File: src/rtl/punc_state_dumper.sv
// -----------------------------------------------------------------------------
// punc_state_dumper
//
// Observer for the PUnC processor's debug read ports. A start pulse makes it
// walk the PC, R0..R7 and a memory window of MEM_WORDS words starting at
// MEM_START. Each word goes out on a valid/ready stream with a source tag and
// an index.
//
// Optional feature, enabled with the macro PUNC_DUMP_CHECKSUM_EN:
//   a 16-bit running sum of every transferred word is kept. It is emitted as
//   one extra word (tag 3, index 0) after the last data word.
//
// Ports:
//   clk            clock
//   rst            asynchronous reset, active low
//   start          begin a dump; only looked at while idle
//   busy           high from the accepted start until done
//   done           one-cycle pulse after the last word transfers
//   rf_debug_addr  register index presented to PUnC
//   rf_debug_data  register data returned by PUnC
//   mem_debug_addr memory address presented to PUnC
//   mem_debug_data memory data returned by PUnC
//   pc_debug_data  current PC from PUnC
//   out_valid      stream word valid
//   out_ready      consumer ready
//   out_data       captured word
//   out_tag        source: 0=PC, 1=RF, 2=MEM, 3=checksum
//   out_index      register number, memory address, or 0
// -----------------------------------------------------------------------------
module punc_state_dumper #(
   parameter logic [15:0] MEM_START   = 16'h0000,
   parameter int unsigned MEM_WORDS   = 16,
   parameter int unsigned ADDR_SETTLE = 1
) (
   input  logic        clk,
   input  logic        rst,
   input  logic        start,
   output logic        busy,
   output logic        done,
   output logic [2:0]  rf_debug_addr,
   input  logic [15:0] rf_debug_data,
   output logic [15:0] mem_debug_addr,
   input  logic [15:0] mem_debug_data,
   input  logic [15:0] pc_debug_data,
   output logic        out_valid,
   input  logic        out_ready,
   output logic [15:0] out_data,
   output logic [1:0]  out_tag,
   output logic [15:0] out_index
);

   localparam logic [1:0] ST_IDLE   = 2'd0;
   localparam logic [1:0] ST_SETTLE = 2'd1;
   localparam logic [1:0] ST_VALID  = 2'd2;
   localparam logic [1:0] ST_FINISH = 2'd3;

   localparam logic [1:0] TAG_PC  = 2'd0;
   localparam logic [1:0] TAG_RF  = 2'd1;
   localparam logic [1:0] TAG_MEM = 2'd2;
   localparam logic [1:0] TAG_SUM = 2'd3;

   // Item numbering: 0 = PC, 1..8 = R0..R7, 9.. = memory words, then checksum.
   localparam logic [16:0] ITEM_PC        = 17'd0;
   localparam logic [16:0] FIRST_MEM_ITEM = 17'd9;
   localparam logic [16:0] MEM_END_ITEM   = 17'(32'd9 + MEM_WORDS);
`ifdef PUNC_DUMP_CHECKSUM_EN
   localparam logic [16:0] LAST_ITEM      = 17'(32'd9 + MEM_WORDS);
`else
   localparam logic [16:0] LAST_ITEM      = 17'(32'd8 + MEM_WORDS);
`endif
   localparam logic [3:0]  SETTLE_LOAD    = 4'(ADDR_SETTLE);

   logic [1:0]  state_r;
   logic [3:0]  settle_r;
   logic [16:0] item_r;

   logic [16:0] next_item_s;
   logic [2:0]  next_rf_addr_s;
   logic [15:0] next_mem_addr_s;
   logic [15:0] cap_data_s;
   logic [1:0]  cap_tag_s;
   logic [15:0] cap_index_s;

`ifdef PUNC_DUMP_CHECKSUM_EN
   logic [15:0] sum_r;
`endif

   // Pick the word, tag and index for the item whose address is on the bus.
   always_comb begin
      cap_data_s  = 16'h0000;
      cap_tag_s   = TAG_PC;
      cap_index_s = 16'h0000;
      if (item_r == ITEM_PC) begin
         cap_data_s = pc_debug_data;
      end else if (item_r < FIRST_MEM_ITEM) begin
         cap_data_s  = rf_debug_data;
         cap_tag_s   = TAG_RF;
         cap_index_s = {13'd0, rf_debug_addr};
      end else if (item_r < MEM_END_ITEM) begin
         cap_data_s  = mem_debug_data;
         cap_tag_s   = TAG_MEM;
         cap_index_s = mem_debug_addr;
      end else begin
`ifdef PUNC_DUMP_CHECKSUM_EN
         cap_data_s  = sum_r;
         cap_tag_s   = TAG_SUM;
`else
         cap_data_s  = 16'h0000;
         cap_tag_s   = TAG_PC;
`endif
         cap_index_s = 16'h0000;
      end
   end

   // Debug addresses for the following item. Register k is item k+1, and
   // memory word i is item i+9; the 16-bit add wraps past 16'hFFFF.
   always_comb begin
      next_item_s     = item_r + 17'd1;
      next_rf_addr_s  = rf_debug_addr;
      next_mem_addr_s = mem_debug_addr;
      if (next_item_s < FIRST_MEM_ITEM) begin
         next_rf_addr_s = item_r[2:0];
      end else if (next_item_s < MEM_END_ITEM) begin
         next_mem_addr_s = MEM_START + (item_r[15:0] - 16'd8);
      end else begin
         next_rf_addr_s  = rf_debug_addr;
         next_mem_addr_s = mem_debug_addr;
      end
   end

   // Dump sequencer: settle, present, wait for handshake, advance.
   always_ff @(posedge clk or negedge rst) begin
      if (!rst) begin
         state_r        <= ST_IDLE;
         settle_r       <= 4'd0;
         item_r         <= 17'd0;
         busy           <= 1'b0;
         done           <= 1'b0;
         out_valid      <= 1'b0;
         out_data       <= 16'h0000;
         out_tag        <= 2'd0;
         out_index      <= 16'h0000;
         rf_debug_addr  <= 3'd0;
         mem_debug_addr <= 16'h0000;
      end else begin
         case (state_r)
            ST_IDLE: begin
               done <= 1'b0;
               if (start) begin
                  state_r       <= ST_SETTLE;
                  item_r        <= ITEM_PC;
                  settle_r      <= SETTLE_LOAD;
                  busy          <= 1'b1;
                  rf_debug_addr <= 3'd0;
               end else begin
                  state_r <= ST_IDLE;
               end
            end
            ST_SETTLE: begin
               if (settle_r == 4'd0) begin
                  state_r   <= ST_VALID;
                  out_valid <= 1'b1;
                  out_data  <= cap_data_s;
                  out_tag   <= cap_tag_s;
                  out_index <= cap_index_s;
               end else begin
                  settle_r <= settle_r - 4'd1;
               end
            end
            ST_VALID: begin
               if (out_ready) begin
                  out_valid <= 1'b0;
                  if (item_r == LAST_ITEM) begin
                     state_r <= ST_FINISH;
                     done    <= 1'b1;
                     busy    <= 1'b0;
                  end else begin
                     state_r        <= ST_SETTLE;
                     item_r         <= next_item_s;
                     settle_r       <= SETTLE_LOAD;
                     rf_debug_addr  <= next_rf_addr_s;
                     mem_debug_addr <= next_mem_addr_s;
                  end
               end else begin
                  state_r <= ST_VALID;
               end
            end
            ST_FINISH: begin
               done    <= 1'b0;
               state_r <= ST_IDLE;
            end
            default: begin
               state_r   <= ST_IDLE;
               busy      <= 1'b0;
               done      <= 1'b0;
               out_valid <= 1'b0;
            end
         endcase
      end
   end

`ifdef PUNC_DUMP_CHECKSUM_EN
   // Running sum of transferred data words; the checksum word itself is excluded.
   always_ff @(posedge clk or negedge rst) begin
      if (!rst) begin
         sum_r <= 16'h0000;
      end else if ((state_r == ST_IDLE) && start) begin
         sum_r <= 16'h0000;
      end else if ((state_r == ST_VALID) && out_ready && (item_r != LAST_ITEM)) begin
         sum_r <= sum_r + out_data;
      end else begin
         sum_r <= sum_r;
      end
   end
`endif

endmodule

File: config.mk
export PLATFORM = sky130hd
export DESIGN_NAME = punc_state_dumper
export DESIGN_NICKNAME = d
export VERILOG_FILES = /design/src/rtl/punc_state_dumper.sv
export SDC_FILE = /design/constraint.sdc
export NUM_CORES = 1
export LEC_CHECK = 0
export ABC_AREA = 1
export ABC_CLOCK_PERIOD_IN_PS = 2000
export BUFFER_PORTS_ARGS = -buffer_cell sky130_fd_sc_hd__buf_2
export CORE_UTILIZATION = 45
export CTS_BUF_LIST = sky130_fd_sc_hd__clkbuf_4
export CTS_CLUSTER_DIAMETER = 50
export DETAILED_ROUTE_END_ITERATION = 7
export PLACE_DENSITY = 0.72
export SLEW_MARGIN = 20
export SYNTH_ARGS = -nofsm -noshare
export SYNTH_HDL_FRONTEND = slang
export SYNTH_SLANG_ARGS = --single-unit
File: constraint.sdc
create_clock -name clk -period 2 [get_ports clk]
set_clock_uncertainty 0.2 [all_clocks]
set_input_delay 0.2 -clock clk [delete_from_list [all_inputs] [get_ports clk]]
set_output_delay 0.2 -clock clk [all_outputs]
set_load 0.01 [all_outputs]
Yosys cells after proc, flatten, opt, wreduce, memory -nomap -nowiden

Index checks and enable logic that the tools add are counted.

Bitwise logic cells: 2
Reductions and logical operators: 16
Add/subtract/negate cells: 3
Eq/ne operators: 11
Multiplexer cells: 38
Multipliers: 0
Shift operators: 0
Order comparisons: 4
Divide/modulo/power cells: 0

Operator list:

| cell                  | number |
|---|---|
| $mux 16               | 6 |
| $mux 17               | 3 |
| $lt 17x4->1 const B   | 2 |
| $lt 17x5->1 const B   | 2 |
| $pmux 17 s2           | 1 |
| $add 17x1->17 const B | 1 |
| $eq 17x5->1 const B   | 1 |
| $logic_not 17->1      | 1 |
| $mux 4                | 4 |
| $sub 16x4->16 const B | 1 |
| $reduce_and 5->1      | 3 |
| $ne 2x2->1 const B    | 7 |
| $mux 2                | 6 |
| $mux 3                | 4 |
| $pmux 4 s3            | 1 |
| $mux 1                | 8 |
| $pmux 2 s4            | 1 |
| $reduce_and 4->1      | 2 |
| $pmux 1 s2            | 3 |
| $pmux 3 s2            | 1 |
| $reduce_and 3->1      | 2 |
| $reduce_bool 2->1     | 3 |
| $eq 2x2->1 const B    | 2 |
| $logic_not 4->1       | 1 |
| other kinds (7)       | 8 |

Input port bits: 52
Latch bits: 0
Logic and storage cells: 85
Output and inout bits: 56
Register bits after elaboration: 79
Bits in read-only memories: 0
Memories: 0
RAM bits: 0

Depth between registers and ports, before layout

Depth after elaboration: 6
Gate-level depth with buffers: 14
Depth with buffers taken out: 14

Worst setup path before layout

OpenSTA, ideal clock, no wires.

Path type: reg2reg
Start point: register item_r[1]
End point: register mem_debug_addr[5]
Cell stages (with the launch flop): 14
Setup slack: -160 ps
Buffers on the path: 1
Data required time: 1678 ps
Setup time: 122 ps
Clock period less this slack: 2160 ps
Data arrival time: 1839 ps
Path through: dfrtp_1 > ha_1 > nand2_1 > nor2_4 > nand2_4 > o21ai_2 > nand2_2 > nor2_4 > nand2_2 > nor2_4 > nand4_4 > buf_6 > nand2_1 > o21ai_2

Word-level cells in the longest chain between the ends: 4
Elaborated cells on any way between the ends: 8
Classes of those cells: add/sub (2); order compare (2); eq/ne (1); bitwise (2); reduce/logical (1)

Ends and longest elaborated chain:

| element                           | line | RTL |
|---|---|---|
| start: declaration                | 75   | `logic [16:0] item_r;` |
| start signal: assignment          | 179  | `item_r <= next_item_s;` |
| $add 17x1->17                     | 118  | `next_item_s = item_r + 17'd1;` |
| $lt 17x4->1                       | 121  | `if (next_item_s < FIRST_MEM_ITEM) begin` |
| $not 1->1 (no source line)        | -    |  |
| $reduce_and 5->1 (no source line) | -    |  |
| end signal: assignment            | 182  | `mem_debug_addr <= next_mem_addr_s;` |
| end: declaration                  | 42   | `output logic [15:0] mem_debug_addr,` |

Parallel ways exist; a longest one is shown, timed or not.
A chain may end at the register's enable or synchronous reset.

Worst setup path in the final report

Start point: register item_r[1]
End point: register mem_debug_addr[9]

Same word-level chain as after synthesis.

==> metrics.md <==
| Metric | Value |
|---|---|
| Avg Cell Area, Syn | `7.88 um^2` |
| Failing checks | `negative setup slack` |
| Total Wirelength | `17000 um` |
| EDFF count, synth | `0` |
| Vias per cell | `5.43` |
| Slowest-stage cell, CP | `dfrtp_2` |
| Pre-antenna DRT Iters | `5` |
| Inserted Clock Buffers | `9` |
| Post-DP HPWL | `9500 um` |
| Share of post-route cells with drive strength above 1 | `between 40 and 50%` |
| Clock root cell | `clkbuf_4` |
| Initial DRC count | `321` |
| Setup TNS | `-12.64 ns` |
| Leak | `3.73 nW` |
| Commonest non-fill, non-tap cell in the layout | `nand2_1` |
| Synth Area in Compound Gates | `between 10% and 20%` |
| Crit path DAT | `around 2.5 ns` |
| Max Clk Rate | `0.428 GHz` |
| Required time worst endpoint | `2.14 ns` |
| Final setup fails | `58` |
| Routed length per instance | `17.8 um` |
| RSZ-0062 raised after global routing | `true` |
| Critical Path Max Stage Delay | `0.43 ns` |
| CTS tree | `yes` |
| Critical path type | `register to register` |
| DRC viols | `0` |
| GRT Resource Usage Total | `a little under a third` |
| Startpoint types | `register` |
| Final instance area | `7180 um^2` |
| YS warnings | `0` |
| First-pass GRT wire length | `24000 um` |
| Clock input transition at the sequential cells of the worst setup and hold paths | `~0.15 ns` |
| Row cnt | `35` |
| Worst-margin pin slew | `between 0.9 and 1 ns` |
| Dpl cell area | `5730 um^2` |
| Ys async rst share | `100%` |
| Number of global-route vias before repair | `around 5000` |
| Register area share after synthesis | `44.4%` |
| Clk_lat worst skew | `0.44 ns` |
| Min Tclk post-route | `about 2.3 ns` |
| Initial core utilization | `47.3%` |
| Routed vias | `a little over 5000` |
| Buffers on Ports | `107` |
| Worst hold path type | `input pin to register` |
| Die height | `101 um` |
| Most frequent cells in the layout | `nand2_1, buf_2, buf_4` |
| Post-Synth XOR/XNOR Area | `1.77%` |
| Cells after Synth | `565` |
| Crit path max fanout | `7` |
| Max-Cap Viols | `0` |
| Core area | `9420 um^2` |
| Post-Synthesis Cell Area | `roughly 4500 um^2` |
| Hold Slack | `0.0682 ns` |
| Main combinational cell family by area after synthesis | `simple AND/OR/NAND/NOR gates` |
| Critical Path Most Common Cell | `nand2_4` |
| Period utilization | `117%` |
| Max-slew violation count | `0` |
| Routed Antenna Nets | `0` |
| Synth Flop Type | `dfrtp_1` |
| Power Density | `around 930 nW/um^2` |
| Mapped Nets | `627` |
| Max clock buf depth | `2` |
| Max rail drop VDD | `0.000673 V` |
| Htree depth | `3` |
| Simple-gate share of the synthesized area | `30.9%` |
| Post-synthesis mux area share | `0%` |
| Clk sinks | `~80` |
| Status | `finished with violations` |
| Critical path cell sequence | `ha_4 > nand2_4 > nor2_4 > nand2_4 > nand2_4 > nand2_4 > nor2_4 > nand2_2 > buf_6 > nor2_4 > nand4_4 > buf_12 > nand2_1 > o21ai_1` |
| Largest net degree at the start of global routing | `60` |
| Multi-input combinational cell area | `2510 um^2` |
| Initial antenna violation count | `0` |
| Layout area overhead | `61.2%` |
| Final nets | `roughly 880` |
| Grt ovf | `0` |
| Register area | `about 2000 um^2` |
| Fillcell total | `about 620` |
| Die area | `10300 um^2` |
| Adder-cell area share of the yosys netlist | `2.81%` |
| Yosys reg bits | `79` |
| Chip Width | `101 um` |
| Boundary pin count | `108` |
| Final hold violation count | `0` |
| N_diodes | `0` |
| Slack of the critical path | `-0.335 ns` |
| GPL Wtd Cong | `around 0.93` |
| Critical path endpoint category | `register` |
| Slew HR | `39.6%` |
| Post-synthesis cell type count | `37` |
per-stage QoR:
| stage | utilization, % | setup WS, ns | instances | power, mW |
|---|---|---|---|---|
| after detailed placement | 60.8 | -0.245 | 858 | 4.73 |
| after floorplan | - | -0.101 | 565 | 3.59 |
| after CTS | 71.7 | -0.192 | 942 | 6.22 |
| after global placement | 60.8 | -0.198 | 858 | 4.64 |
| final | 76.2 | -0.335 | 956 | 6.70 |
| after global routing | 76.2 | -0.419 | 956 | 7.08 |
repair_timing:
item,in CTS,in global routing
gates cloned,4,4
hold buffers,51,0
buffers inserted,13,10
endpoints found under the hold margin,97,0
endpoints found under the setup margin,69,76
gates resized for setup,54,86
pin swaps,16,31
synthesized netlist by cell type, drive strengths merged (3+ instances only):
cell / n / share of area (%)
o21ai: 35 / 4.4
xor2: 7 / 1.4
o211ai: 19 / 3.2
a21oi: 4 / 0.45
nand4: 17 / 2.7
inv: 57 / 4.8
nand3: 47 / 5.7
nand2: 189 / 16
dfrtp: 79 / 44
nor3: 3 / 0.59
buf: 12 / 1.9
clkbuf: 11 / 0.93
nor2: 47 / 5.4
ha: 10 / 2.8
a32o: 7 / 1.6
o22ai: 10 / 1.4
state kept, by name, indices dropped and copies added, names as in the netlist, 2 cells and up:
signal          flops
item_r             17
settle_r            4
state_r             2
rf_debug_addr       3
out_index          16
out_data           16
out_tag             2
mem_debug_addr     16
critical path, delay by kind of cell (launching register included):
family | cells | cell delay [ns]
AO/OA/AOI/OAI | 1 | 0.07
flip-flops | 1 | 0.43
AND/OR/NAND/NOR | 10 | 1.04
buffers and inverters | 2 | 0.33
adder cells (fa/ha/maj) | 1 | 0.17
logic make-up (layout without fill, tap and decap cells):
logic type,Yosys count,in the layout
buffers and inverters,81,342
adders and majority gates,10,10
and+or+nand+nor,304,305
xor gates and xnor gates,9,9
AOI/OAI and AO/OA,82,82
DFF,79,79
layer usage:
| metal | share of wire (%) | GRT usage, % | routed length, um |
|---|---|---|---|
| met5 | 0 | 0 | 0 |
| met4 | 4.1 | 15.6 | 700 |
| met3 | 8.3 | 5.59 | 1410 |
| met2 | 49 | 53.2 | 8250 |
| met1 | 39 | 35.9 | 6630 |
final timing paths:
kind | from | end | slack (ns) | cells past startpoint
setup / recovery | item_r[1] | mem_debug_addr[9] | -0.34 | 14
hold reg to reg | out_index[1] | out_index[1] | 0.29 | 2
setup reg to reg | item_r[1] | mem_debug_addr[9] | -0.34 | 14
min in group asynchronous | rst | settle_r[0] | 0.11 | 3
hold / removal | start | state_r[0] | 0.07 | 5
max in group asynchronous | rst | settle_r[3] | 0.24 | 3
layout make-up:
type / instances / share of cell area, %
Multi-Input combinational cell: 406 / 34.9
Timing Repair Buffer: 267 / 29.2
Sequential cell: 79 / 27.7
Inverter: 58 / 3.19
Tap cell: 129 / 2.25
Clock inverter: 6 / 1.64
Clock buffer: 10 / 1.05
Timing Repair inverter: 1 / 0.105
where the power goes:
part | leakage, nW | internal [mW] | switching, mW | total, mW
combinational | 2.62 | 1.35 | 1.83 | 3.19
sequential | 1.02 | 1.96 | 0.259 | 2.22
clock | 0.0987 | 0.658 | 0.633 | 1.29
total | 3.73 | 3.97 | 2.73 | 6.70
No activity file was read; power rests on OpenSTA's default activity.
